File: config.mk
export PLATFORM = sky130hd
export DESIGN_NAME = rr_grant_manager
export DESIGN_NICKNAME = d
export VERILOG_FILES = /design/src/rtl/rr_grant_manager.sv
export SDC_FILE = /design/constraint.sdc
export NUM_CORES = 1
export LEC_CHECK = 0
export ABC_AREA = 1
export CAP_MARGIN = 20
export CORE_UTILIZATION = 60
export CTS_CLUSTER_SIZE = 16
export DETAILED_ROUTE_END_ITERATION = 10
export GPL_ROUTABILITY_DRIVEN = 0
export GPL_TIMING_DRIVEN = 0
export PLACE_DENSITY = 0.87
export SETUP_SLACK_MARGIN = 0.3
export SLEW_MARGIN = 10
export SYNTH_ARGS = -nofsm -noshare
export SYNTH_HDL_FRONTEND = slang
export SYNTH_SLANG_ARGS = --single-unit
File: constraint.sdc
create_clock -name clk -period 5.7 [get_ports clk]
set_clock_uncertainty 0.2 [all_clocks]
set_input_delay 0.57 -clock clk [delete_from_list [all_inputs] [get_ports clk]]
set_output_delay 0.57 -clock clk [all_outputs]
set_load 0.005 [all_outputs]
File: src/rtl/rr_grant_manager.sv
// Round-robin grant owner: registers a one-hot grant, holds it while the winner requests,
// rotates the priority base on release, and optionally revokes long holds. Optional lock input under RR_GRANT_LOCK_EN.
module rr_grant_manager #(
   parameter int WIDTH    = 16,
   parameter int IDX_W    = 4,
   parameter int MAX_HOLD = 255,
   parameter int CNT_W    = 8
) (
   input  logic             clk,
   input  logic             rst,
   input  logic [WIDTH-1:0] req,
`ifdef RR_GRANT_LOCK_EN
   input  logic             lock,
`endif
   output logic [WIDTH-1:0] grant,
   output logic             grant_valid,
   output logic [IDX_W-1:0] grant_idx,
   output logic [WIDTH-1:0] base,
   output logic             timeout
);

   typedef enum logic {IDLE, GRANT} state_t;

   state_t             r_state, w_nstate;
   logic [WIDTH-1:0]   r_grant, w_ngrant;
   logic               r_valid, w_nvalid;
   logic [IDX_W-1:0]   r_idx, w_nidx;
   logic [WIDTH-1:0]   r_base, w_nbase;
   logic [CNT_W-1:0]   r_cnt, w_ncnt;
   logic               r_timeout, w_ntimeout;

   logic [2*WIDTH-1:0] w_dbl, w_dbl_gnt;
   logic [WIDTH-1:0]   w_win;
   logic [IDX_W-1:0]   w_win_idx;
   logic               w_release, w_expire, w_lock;

   // Subtracting base from the doubled request borrows up to the first set bit at/above base.
   assign w_dbl     = {req, req};
   assign w_dbl_gnt = w_dbl & ~(w_dbl - {{WIDTH{1'b0}}, r_base});
   assign w_win     = w_dbl_gnt[2*WIDTH-1:WIDTH] | w_dbl_gnt[WIDTH-1:0];

   always_comb begin
      w_win_idx = '0;
      for (int i = 0; i < WIDTH; i++)
         if (w_win[i]) w_win_idx = w_win_idx | IDX_W'(i);
   end

`ifdef RR_GRANT_LOCK_EN
   assign w_lock = lock;
`else
   assign w_lock = 1'b0;
`endif

   // >= so that a counter that ran past MAX_HOLD under lock expires as soon as lock drops.
   assign w_release = ((req & r_grant) == '0);
   assign w_expire  = (MAX_HOLD != 0) && (r_cnt >= CNT_W'(MAX_HOLD)) && !w_lock;

   always_comb begin
      w_nstate   = r_state;
      w_ngrant   = r_grant;
      w_nvalid   = r_valid;
      w_nidx     = r_idx;
      w_nbase    = r_base;
      w_ncnt     = r_cnt;
      w_ntimeout = 1'b0;
      case (r_state)
         IDLE: begin
            if (|req) begin
               w_nstate = GRANT;
               w_ngrant = w_win;
               w_nidx   = w_win_idx;
               w_nvalid = 1'b1;
               w_ncnt   = CNT_W'(1);
            end
         end
         GRANT: begin
            if (w_release || w_expire) begin
               w_nstate   = IDLE;
               w_ngrant   = '0;
               w_nvalid   = 1'b0;
               w_nidx     = '0;
               w_nbase    = {r_grant[WIDTH-2:0], r_grant[WIDTH-1]};
               w_ncnt     = '0;
               w_ntimeout = !w_release;
            end else if (r_cnt != {CNT_W{1'b1}}) begin
               w_ncnt = r_cnt + CNT_W'(1);
            end
         end
         default: w_nstate = IDLE;
      endcase
   end

   always_ff @(posedge clk or posedge rst) begin
      if (rst) begin
         r_state   <= IDLE;
         r_grant   <= '0;
         r_valid   <= 1'b0;
         r_idx     <= '0;
         r_base    <= WIDTH'(1);
         r_cnt     <= '0;
         r_timeout <= 1'b0;
      end else begin
         r_state   <= w_nstate;
         r_grant   <= w_ngrant;
         r_valid   <= w_nvalid;
         r_idx     <= w_nidx;
         r_base    <= w_nbase;
         r_cnt     <= w_ncnt;
         r_timeout <= w_ntimeout;
      end
   end

   assign grant       = r_grant;
   assign grant_valid = r_valid;
   assign grant_idx   = r_idx;
   assign base        = r_base;
   assign timeout     = r_timeout;

endmodule

Word-level counts from Yosys, hierarchy flattened --
Index checks and enable logic that the tools add are counted.
Operators by class: add/subtract/negate cells 2, magnitude comparators 1, equality and inequality tests 4, muxes and demuxes 33, bitwise operators 5, reduce and logical (&&, ||, !) cells 7
Operators with widths (count):
- $mux W4 | 10
- $and A32 B32 Y32 | 1
- $mux W16 | 2
- $not A32 Y32 | 1
- $pmux W16 S2 | 1
- $sub A32 B16 Y32 | 1
- $mux W8 | 3
- $and A16 B16 Y16 | 1
- $logic_not A16 Y1 | 1
- $or A16 B16 Y16 | 1
- $pmux W8 S2 | 1
- $reduce_or A16 Y1 | 1
- $mux W3 | 4
- $add A8 B1 Y8 const B | 1
- $ge A8 B8 Y1 const B | 1
- $ne A8 B8 Y1 const B | 1
- $pmux W4 S2 | 1
- $mux W1 | 7
- $reduce_and A2 Y1 | 3
- $mux W2 | 2
- $pmux W1 S2 | 2
- $ne A3 B1 Y1 const B | 1
- $ne A2 B1 Y1 const B | 1
- $ne A2 B2 Y1 const B | 1
- other kinds (3) | 3
Storage, ports and cells: register bits 47, bits of input ports 18, output and inout port bits 38, word-level logic and storage cells 59

Logic depth before layout (Yosys ltp) --
Gate-level depths: netlist of the first run.
depth in word-level cells 21, mapped depth 17, gate-level depth less buffers 17

Worst setup path after synthesis of the first run --
OpenSTA, ideal clock, no wires.
kind input -> register, start point in req[0], end point reg r_idx[3] (netlist: grant_idx[3]), arrival time 1954 ps, required time 5383 ps, slack 3429 ps, stages 14, cells stage by stage inv_2 > nand2_2 > fa_1 > nand3_1 > nand3_1 > nand2_1 > nand3_1 > xor2_1 > nand2_1 > nand2_1 > nor2_1 > nand3_1 > nand2_1 > nand2_1
Between the ends: word-level cells in the longest chain between the ends 14, elaborated cells on any way between the ends 21
Ends and longest elaborated chain:
- start, declared | RTL line 11 | input logic [WIDTH-1:0] req,
- $sub A32 B16 Y32 | RTL line 39 | assign w_dbl_gnt = w_dbl & ~(w_dbl - {{WIDTH{1'b0}}, r_base});
- $not A32 Y32 | RTL line 39
- $and A32 B32 Y32 | RTL line 39
- $or A16 B16 Y16 | RTL line 40 | assign w_win = w_dbl_gnt[2*WIDTH-1:WIDTH] | w_dbl_gnt[WIDTH-1:0];
- $mux W4 (8 in a row) | RTL line 45 | if (w_win[i]) w_win_idx = w_win_idx | IDX_W'(i);
- $mux W4 | RTL line 68 | if (|req) begin
- $pmux W4 S2 | RTL line 66 | case (r_state)
- end signal, assigned | RTL line 106 | r_idx <= w_nidx;
- end, declared | RTL line 27 | logic [IDX_W-1:0] r_idx, w_nidx;
Parallel ways exist; a longest one is shown, timed or not. The select of a mux whose other input is x is not followed. A chain may end at the register's enable or synchronous reset.

Final worst setup path of the first run --
start point in req[14], end point reg r_idx[0] (netlist: grant_idx[0])
Between the ends: word-level cells in the longest chain between the ends 21, elaborated cells on any way between the ends 28
Ends and longest elaborated chain (RTL line):
- $sub A32 B16 Y32 | 39
- $not A32 Y32 | 39
- $and A32 B32 Y32 | 39
- $or A16 B16 Y16 | 40
- $mux W1 | 45
- $mux W2 (2 in a row) | 45
- $mux W3 (4 in a row) | 45
- $mux W4 (8 in a row) | 45
- $mux W4 | 68
- $pmux W4 S2 | 66
Parallel ways exist; a longest one is shown, timed or not. The select of a mux whose other input is x is not followed.

==> impl_metrics.csv, run 1 <==
group,metric,value,unit
clock_tree,post_cts.repair.setup_buffers,0,
route,wl,11.2,mm
clock_tree,clk_latency,0.31,ns
synthesis,syn_nets,649,
worst_setup_path,cpPeakStageDelay,0.56,ns
floorplan,ios,56,
worst_setup_path,criticalPathCategory,"in2reg",
worst_setup_path,worstSetupStartpointType,"primary input",
clock_tree,cts.repair.resized,0,
synthesis,synth_largest_area_cell,"dfrtp_1",
clock_tree,htreeDepth,2,
finish,fin_nets,712,
synthesis,yosysSeqAreaShare,30.9,%
floorplan,initial_core_util,63.3,%
timing,period_share,54.1,%
timing,hold_viol,0,
timing,fin_crit,3.08,ns
hold_path,whs_path_depth,2,
finish,fillers,500,
worst_setup_path,crit_slowest_cell,"clkdlybuf4s50_1",
route,wl_per_cell,14.9,µm
hold_path,min_path_type,"reg2reg",
floorplan,die_w,81.7,µm
global_route,grt_pass1_wl,17.9,mm
clock_tree,cts_tree,"yes",
clock_tree,cts_root_buffer,"clkbuf_8",
route,vias_per_cell,5.59,
synthesis,syn-instance-count,614,
route,ant_nets,0,
floorplan,coreArea,6030,µm²
synthesis,synth.area.top_cells,"dfrtp_1, nand2_1, inv_1",
finish,seq_area,1180,µm²
worst_setup_path,crit_required,5.70,ns
floorplan,die_h,81.7,µm
pwr,leakage,2.40,nW
pwr,power.density,499,nW/µm²
finish,fin_area,4590,µm²
synthesis,synth-seq-cells,47,
global_route,grt_pass1_vias,3879,
finish,multi_input_area,2150,µm²
route,dr.pass1.iters,6,
timing,fin_setup_tns,0,ns
worst_setup_path,reg2regPathDepth,15,
worst_setup_path,cp_cell_sequence,"clkdlybuf4s50_1 -> ha_1 -> nand2_1 -> nor2_1 -> nand2_1 -> nor2_1 -> nand2_1 -> nand3_1 -> nand2_1 -> nand2_1 -> nand2_1 -> nor2_1 -> nand3_1 -> nand2_1 -> nand2_1",
timing,rsz0062_at_grt,"no",
worst_setup_path,crit_arrival,3.08,ns
placed_design,io_buffer_count,55,
pwr,vdd_drop_max,329,µV
floorplan,num_rows,28,
worst_setup_path,critPathBufInv,1,
finish,drive_gt1_share,5.60,%
route,drc,0,
flow_run,drv_cap,0,
synthesis,ys_types,41,
timing,slew-limit-headroom,64.3,%
global_route,grt_max_degree,33,
worst_setup_path,worst-r2r-setup-slack,3.09,ns
timing,fmax,0.324,GHz
placed_design,post_dp_cell_area,4480,µm²
run_status,status,"completed",
synthesis,synth_edf_count,0,
worst_setup_path,crit_top_cell,"nand2_1",
hold_path,hold_end,"grant_valid$_DFFE_PP0P_",
route,drt-initial-drc-count,440,
global_route,grt_remaining_overflow,0,
worst_setup_path,setup.worst_path.end_class,"register",
synthesis,async_flop_share,100,%
route,num_vias,4210,
synthesis,yosys_most_used_dff,"dfrtp_1",
worst_setup_path,crit-reg2reg-capture,"grant_idx[0]$_DFFE_PP0P_",
synthesis,yosysWarnings,0,
placed_design,dpl.hpwl,9.02,mm
synthesis,synth_top_cell_area_share,30.2,%
finish,area_growth,20.4,%
clock_tree,cts.sinks,47,
global_route,grt_antenna_before_repair,0,
worst_setup_path,crit_path_max_fanout,6,
floorplan,dieArea,6680,µm²
timing,slew_viol_final,0,
clock_tree,path_clk_slew,0.09,ns
timing,tightestPinTransition,0.535,ns
clock_tree,holdBufCountCts,0,
synthesis,synth_area,3810,µm²
worst_setup_path,cp_top_family,"simple AND/OR/NAND/NOR gates",
hold_path,min_from,"grant_valid$_DFFE_PP0P_",
worst_setup_path,timing.rr.start,"base[8]$_DFFE_PP0P_",
synthesis,syn_area_per_cell,6.21,µm²
finish,diodes,0,
clock_tree,cts.path.max_buffers,2,
global_route,grt_usage,36.0,%
clock_tree,cts_buffers,5,
timing,setup_viol_count_final,0,
layout make-up:
type	instances	share of cell area [%]
clock buffer	5	1.50
multi-input combinational	442	46.8
buffer	4	0.545
sequential	47	25.7
tap	75	2.04
inverter	121	10.0
clock inverter	3	0.954
timing repair buffer	56	12.4
sequential cells by signal, indices dropped and copies added (netlist names):
register / cells
r_state: 1
grant_valid: 1
timeout: 1
grant_idx: 4
r_cnt: 8
base: 16
grant: 16
report_power, final:
group / switching [mW] / internal (mW)
logic: 0.899 / 0.574
registers: 0.108 / 0.465
clock network: 0.116 / 0.131
tightest hold or removal path, stage by stage (launching register included):
cell and delay (ns):
dfrtp_1 0.35, nand2_1 0.06, nand2_1 0.06
cell usage in the layout, fill, tap and decap left out, types with 3 or more instances in the layout:
cell type        netlist  layout
nand4_1                7       7
inv_2                  7       8
nand2_2                3       3
o21ai_1               12      12
nor2_1                64      64
nor3_1                 6       6
nand2_1              223     223
nor2_2                 5       5
o21ai_0               19      19
xnor2_1                3       3
dfrtp_1               46      46
inv_1                110     109
o22ai_1               10      10
nand3_1               34      34
xor2_1                11      11
a22o_1                 4       4
ha_1                  16      16
clkbuf_8               0       5
clkdlybuf4s50_1        0      55
a21oi_1                9       9
metal layers:
| metal | vias up | track usage [%] | part of all wire (%) |
|---|---|---|---|
| met1 | 1887 | 46.6 | 41 |
| met2 | 259 | 58.4 | 45 |
| met4 | 0 | 16.0 | 4.0 |
| met3 | 48 | 7.00 | 11 |
| met5 | - | 0 | 0 |
| li1 | 2016 | - | - |
cell usage after synthesis (3+ instances only):
master   instances
nand2_1        223
inv_1          110
nor2_1          64
dfrtp_1         46
nand3_1         34
o21ai_0         19
ha_1            16
o21ai_1         12
xor2_1          11
o22ai_1         10
a21oi_1          9
inv_2            7
nand4_1          7
nor3_1           6
nor2_2           5
a22o_1           4
nand2_2          3
xnor2_1          3
kinds of logic after synthesis:
kind of cell    Yosys count  synth area share [%]
compound gates           61                  9.26
simple gates            350                  38.1
flops                    47                  30.9
xor+xnor                 14                  3.22
buf+inv                 125                  12.7
fa+ha+maj                17                  5.78
metrics by stage:
stage	total power, mW	setup WS (ns)	util (%)	instances	hold WS [ns]
floorplan	1.47	3.43	-	614	0.265
global placement	1.96	2.45	74.0	744	0.259
detailed placement	2.00	2.42	74.3	745	0.292
CTS	2.27	2.74	76.2	753	0.319
global route	2.48	2.48	76.2	753	0.343
finish	2.29	2.62	76.2	753	0.310
how the worst max path moves through the flow:
| stage | start | to | slack (ns) | cells after the start |
|---|---|---|---|---|
| 3_5_place_dp | req[14] | grant_idx[0]$_DFFE_PP0P_ | 2.42 | 15 |
| 2_1_floorplan | req[0] | grant_idx[3]$_DFFE_PP0P_ | 3.43 | 14 |
| 5_1_grt | req[8] | grant_idx[0]$_DFFE_PP0P_ | 2.48 | 15 |
| 3_3_place_gp | req[14] | grant_idx[0]$_DFFE_PP0P_ | 2.45 | 15 |
| 6_report | req[14] | grant_idx[0]$_DFFE_PP0P_ | 2.62 | 15 |
| 4_1_cts | req[14] | grant_idx[0]$_DFFE_PP0P_ | 2.74 | 15 |
No activity file was read; power rests on OpenSTA's default activity.
==> run 2: changes to the inputs <==
- CORE_UTILIZATION: 60 -> 50
- PLACE_DENSITY: 0.87 -> 0.77
- clock period: 5.7 -> 2.6 ns (I/O delays scaled with it)
==> impl_metrics.csv, run 2 (synthesis results as in run 1) <==
group,metric,value,unit
run_status,status,"completed",
timing,period_share,90.4,%
floorplan,die_w,89.3,µm
flow_run,drv_cap,0,
timing,finalWorstSetupSlack,0.250,ns
clock_tree,cts_root_buffer,"clkbuf_8",
finish,fin_nets,733,
route,vias_per_cell,5.52,
clock_tree,cts_tree,"yes",
finish,most-common-layout-cells,"nand2_1, inv_1, nor2_1, dfrtp_1, clkdlybuf4s50_1",
route,route.met3.wl,1.04,mm
route,ant_nets,0,
timing,fmax,0.426,GHz
timing,rsz0062_at_grt,"yes",
global_route,grt_antenna_before_repair,0,
route,dr.pass1.iters,7,
route,drt-initial-drc-count,456,
placed_design,place_inst,769,
global_route,grt_pass1_wl,19.3,mm
pwr,vdd_drop_max,684,µV
worst_setup_path,setup.worst_path.end_class,"register",
worst_setup_path,crit_arrival,2.40,ns
floorplan,ios,56,
worst_setup_path,critPathLaunch,"base[6]$_DFFE_PP0P_",
finish,drive_gt1_share,22.9,%
route,drc,0,
finish,fillers,577,
worst_setup_path,worstSetupStartpointType,"register",
pwr,power.density,1110,nW/µm²
timing,setup_viol_count_final,0,
global_route,grt_usage,32.5,%
route,wl_per_cell,16.1,µm
hold_path,min_path_type,"in2async",
clock_tree,clk_latency,0.31,ns
clock_tree,cts.path.max_buffers,2,
worst_setup_path,cpPeakStageDelay,0.39,ns
route,routed.top_layer,"met4",
placed_design,post-place-ws,-0.385,ns
worst_setup_path,cp_top_family,"simple AND/OR/NAND/NOR gates",
clock_tree,path_clk_slew,0.09,ns
floorplan,die_h,89.3,µm
placed_design,io_buffer_count,55,
route,routedLengthMet1,5.23,mm
route,wl_met2,5.94,mm
clock_tree,htreeDepth,2,
worst_setup_path,cp_cell_sequence,"inv_1 -> ha_4 -> nand2_2 -> inv_1 -> nand2_1 -> nand2_1 -> inv_1 -> nand2_2 -> nand2_1 -> nand2_2 -> nand2_1 -> nand4_1 -> a21oi_4 -> nor2_1 -> nand2_1",
floorplan,num_rows,31,
finish,finalNonFillerCells,798,
timing,slew-limit-headroom,69.5,%
placed_design,dpl.hpwl,9.24,mm
floorplan,dieArea,7980,µm²
route,num_vias,4403,
global_route,grt_max_degree,34,
clock_tree,cts_buffers,5,
worst_setup_path,timing.rr.start,"base[6]$_DFFE_PP0P_",
floorplan,initial_core_util,52.0,%
finish,final_common_cell,"nand2_1",
global_route,grt_remaining_overflow,0,
worst_setup_path,crit_slowest_cell,"dfrtp_1",
timing,fin_crit,2.35,ns
worst_setup_path,crit_path_max_fanout,5,
worst_setup_path,crit_top_cell,"nand2_1",
pwr,leakage,2.60,nW
route,wl,12.8,mm
floorplan,coreArea,7330,µm²
global_route,grt_pass1_vias,4040,
timing,tightestPinTransition,0.457,ns
timing,slew_viol_final,0,
timing,hold_viol,0,
finish,area_growth,37.9,%
worst_setup_path,crit_required,2.65,ns
finish,diodes,0,
worst_setup_path,critPathBufInv,3,
clock_tree,cts.sinks,47,
worst_setup_path,criticalPathCategory,"reg2reg",
==> run 2: repair_timing <==
action	in CTS	in global routing
hold endpoints to repair	0	0
hold buffers	0	0
setup buffers	9	12
resized for setup	64	82
setup endpoints to repair	23	28
pin swaps	11	38
==> run 2: area by class of cell <==
class | instances | area, µm² | area share [%]
well taps | 99 | 124 | 2.36
flip-flops and latches | 47 | 1180 | 22.4
clock inverters | 2 | 13.8 | 0.262
repair buffers | 77 | 708 | 13.5
clock buffers | 6 | 82.6 | 1.57
multi-input cells | 442 | 2670 | 50.7
plain buffers | 4 | 27.5 | 0.523
inverters | 121 | 460 | 8.76
==> run 2: path summary, 6_finish.rpt <==
check	depth (start not counted)	endpoint	slack (ns)
setup / recovery	15	grant_idx[2]$_DFFE_PP0P_	0.25
setup reg to reg	15	grant_idx[2]$_DFFE_PP0P_	0.25
max in group asynchronous	3	grant_idx[0]$_DFFE_PP0P_	1.69
hold / removal	2	base[4]$_DFFE_PP0P_	0.02
min in group clk	3	grant[4]$_DFFE_PP0P_	0.29
hold reg to reg	2	grant_valid$_DFFE_PP0P_	0.31
==> run 2: stage by stage <==
| stage | util [%] | total power [mW] | setup TNS, ns | area [µm²] | hold slack (ns) |
|---|---|---|---|---|---|
| 2_1_floorplan | - | 3.21 | 0 | 3810 | 0.225 |
| 3_3_place_gp | 61.2 | 4.36 | -2.92 | 4490 | 0.262 |
| 3_5_place_dp | 61.5 | 4.44 | -3.55 | 4510 | 0.268 |
| 4_1_cts | 67.2 | 5.29 | 0 | 4930 | 0.0308 |
| 5_1_grt | 71.7 | 6.27 | 0 | 5260 | 0.0460 |
| 6_report | 71.7 | 5.86 | 0 | 5260 | 0.0234 |
==> run 2: report_power, final <==
group          internal (mW)  leakage (nW)  switching [mW]
combinational           1.69          1.94            2.43
clock                  0.218        0.0516           0.262
sequential              1.02         0.613           0.234
==> run 2: per-layer routing <==
metal,GRT usage (%),up-vias
met5,0,-
met4,15.3,0
met3,4.71,65
met2,52.4,221
met1,43.1,2055
li1,-,2062
==> run 3: changes to the inputs <==
- CAP_MARGIN: 20 -> 40
- SLEW_MARGIN: 10 -> 20
- clock period: 2.6 -> 2.1 ns (I/O delays scaled with it)
==> impl_metrics.csv, run 3 (synthesis results as in run 1) <==
group,metric,value,unit
global_route,grt_use_met3,3.60,%
global_route,met1_usage,43.1,%
floorplan,die_h,89.3,µm
finish,finalNonFillerCells,831,
route,wl_per_cell,16.7,µm
finish,diodes,0,
worst_setup_path,worstSetupEndpoint,"grant_idx[2]$_DFFE_PP0P_",
route,drt-initial-drc-count,455,
global_route,grt_antenna_before_repair,0,
worst_setup_path,criticalPathCategory,"reg2reg",
timing,tightestPinTransition,0.475,ns
worst_setup_path,crit_required,2.10,ns
route,dr.pass1.iters,5,
route,vias_per_cell,5.52,
clock_tree,cts_root_buffer,"clkbuf_8",
finish,drive_gt1_share,37.4,%
timing,fin_setup_tns,-2.00,ns
placed_design,post-place-ws,-0.791,ns
timing,slew-limit-headroom,68.0,%
timing,period_share,115,%
timing,hold_viol,0,
global_route,grt-busiest-layer,"met2",
global_route,grt_pass1_wl,20.2,mm
worst_setup_path,reg2regPathDepth,14,
hold_path,min_path_type,"in2async",
timing,fmax,0.416,GHz
placed_design,dpl.hpwl,9.47,mm
timing,setup_viol_count_final,13,
clock_tree,cts.path.max_buffers,2,
clock_tree,htreeDepth,2,
floorplan,die_w,89.3,µm
floorplan,num_rows,31,
pwr,power,8.75,mW
timing,fin_crit,2.41,ns
worst_setup_path,timing.rr.start,"base[0]$_DFFE_PP1P_",
route,drc,0,
clock_tree,cts.sinks,47,
worst_setup_path,critPathLaunch,"base[0]$_DFFE_PP1P_",
floorplan,ios,56,
global_route,grt_remaining_overflow,0,
pwr,vdd_drop_max,1220,µV
timing,slew_viol_final,0,
global_route,grt_max_degree,27,
route,wl,13.9,mm
clock_tree,cts_tree,"yes",
worst_setup_path,crit_path_max_fanout,3,
global_route,grt_usage,34.0,%
floorplan,initial_core_util,52.0,%
timing,rsz0062_at_grt,"yes",
run_status,violations,"negative setup slack",
clock_tree,path_clk_slew,0.09,ns
run_status,status,"finished, violations left",
pwr,leakage,2.94,nW
finish,most-common-layout-cells,"nand2_1, inv_1, nand2_2",
global_route,use_met2,60.0,%
finish,final_common_cell,"nand2_1",
worst_setup_path,worstSetupStartpointType,"register",
finish,fillers,464,
global_route,grt_pass1_vias,4233,
worst_setup_path,crit_arrival,2.41,ns
finish,area_growth,55.6,%
flow_run,drv_cap,0,
placed_design,place_inst,769,
pwr,power.density,1480,nW/µm²
worst_setup_path,setup.worst_path.end_class,"register",
worst_setup_path,worst-r2r-setup-slack,-0.31,ns
route,ant_nets,0,
floorplan,dieArea,7980,µm²
finish,fin_nets,766,
timing,finalWorstSetupSlack,-0.305,ns
route,num_vias,4590,
placed_design,io_buffer_count,55,
clock_tree,clk_latency,0.32,ns
worst_setup_path,crit-reg2reg-capture,"grant_idx[2]$_DFFE_PP0P_",
clock_tree,cts_buffers,5,
clock_tree,holdBufCountCts,0,
floorplan,coreArea,7330,µm²
==> run 3: cell types whose count changed in the layout (fill, tap and decap cells not counted), sizes merged <==
cell / previous run / this run
clkdlybuf4s50: 39 / 32
bufinv: 0 / 1
dlymetal6s2s: 0 / 3
clkinv: 3 / 4
inv: 120 / 119
buf: 25 / 61
clkbuf: 7 / 6
dlygate4sd2: 16 / 17
==> run 3: metrics by stage <==
| stage | util (%) | hold slack, ns | instance area, µm² |
|---|---|---|---|
| after floorplan | - | 0.166 | 4040 |
| after global placement | 64.3 | 0.267 | 4710 |
| after detailed placement | 64.6 | 0.274 | 4730 |
| after CTS | 76.4 | 0.0560 | 5600 |
| after global routing | 80.9 | 0.100 | 5930 |
| final | 80.9 | 0.0328 | 5930 |
==> run 3: area by class of cell <==
type	count	area [µm²]	share of cell area (%)
multi-input combinational	442	2970	50.1
sequential	47	1180	19.8
timing repair buffer	110	1020	17.2
inverter	121	473	7.97
tap	99	124	2.09
clock buffer	5	68.8	1.16
buffer	4	51.3	0.865
clock inverter	3	43.8	0.738
==> run 3: worst min path at each step <==
stage | startpoint | endpoint | slack [ns] | cells after the start
2_1_floorplan | req[4] | grant[4]$_DFFE_PP0P_ | 0.17 | 2
3_3_place_gp | grant_valid$_DFFE_PP0P_ | grant_valid$_DFFE_PP0P_ | 0.27 | 2
3_5_place_dp | grant_valid$_DFFE_PP0P_ | grant_valid$_DFFE_PP0P_ | 0.27 | 2
4_1_cts | rst | r_cnt[2]$_DFFE_PP0P_ | 0.06 | 2
5_1_grt | rst | r_cnt[1]$_DFFE_PP0P_ | 0.10 | 2
6_report | rst | base[13]$_DFFE_PP0P_ | 0.03 | 2
==> run 3: report_power, final <==
part	internal, mW	leakage, nW	switching (mW)	total (mW)
sequential	1.26	0.613	0.309	1.57
combinational	2.91	2.27	3.58	6.49
clock	0.355	0.0581	0.336	0.691
==> run 3: timing repair <==
item,CTS,global route
gates cloned,1,0
setup endpoints to repair,47,47
resized for setup,167,72
buffers inserted,41,12
pin swaps,46,37
==> run 3: worst max-delay path: stages (launching register included) <==
cell	delay, ns
dfstp_2	0.59
nand2_4	0.07
fa_2	0.39
nand3_2	0.10
nand3_4	0.10
nand3_2	0.11
nand4_1	0.10
nand2_2	0.10
nand2_1	0.06
nand2_2	0.09
nand2_1	0.07
nor2_1	0.13
nand2_1	0.07
nand2_1	0.06
nand2_1	0.05
==> run 3: per-layer routing <==
layer | vias to the layer above | wire, µm
met3 | 65 | 914
li1 | 2123 | -
met4 | 0 | 597
met1 | 2162 | 5510
met2 | 240 | 6870
met5 | - | 0
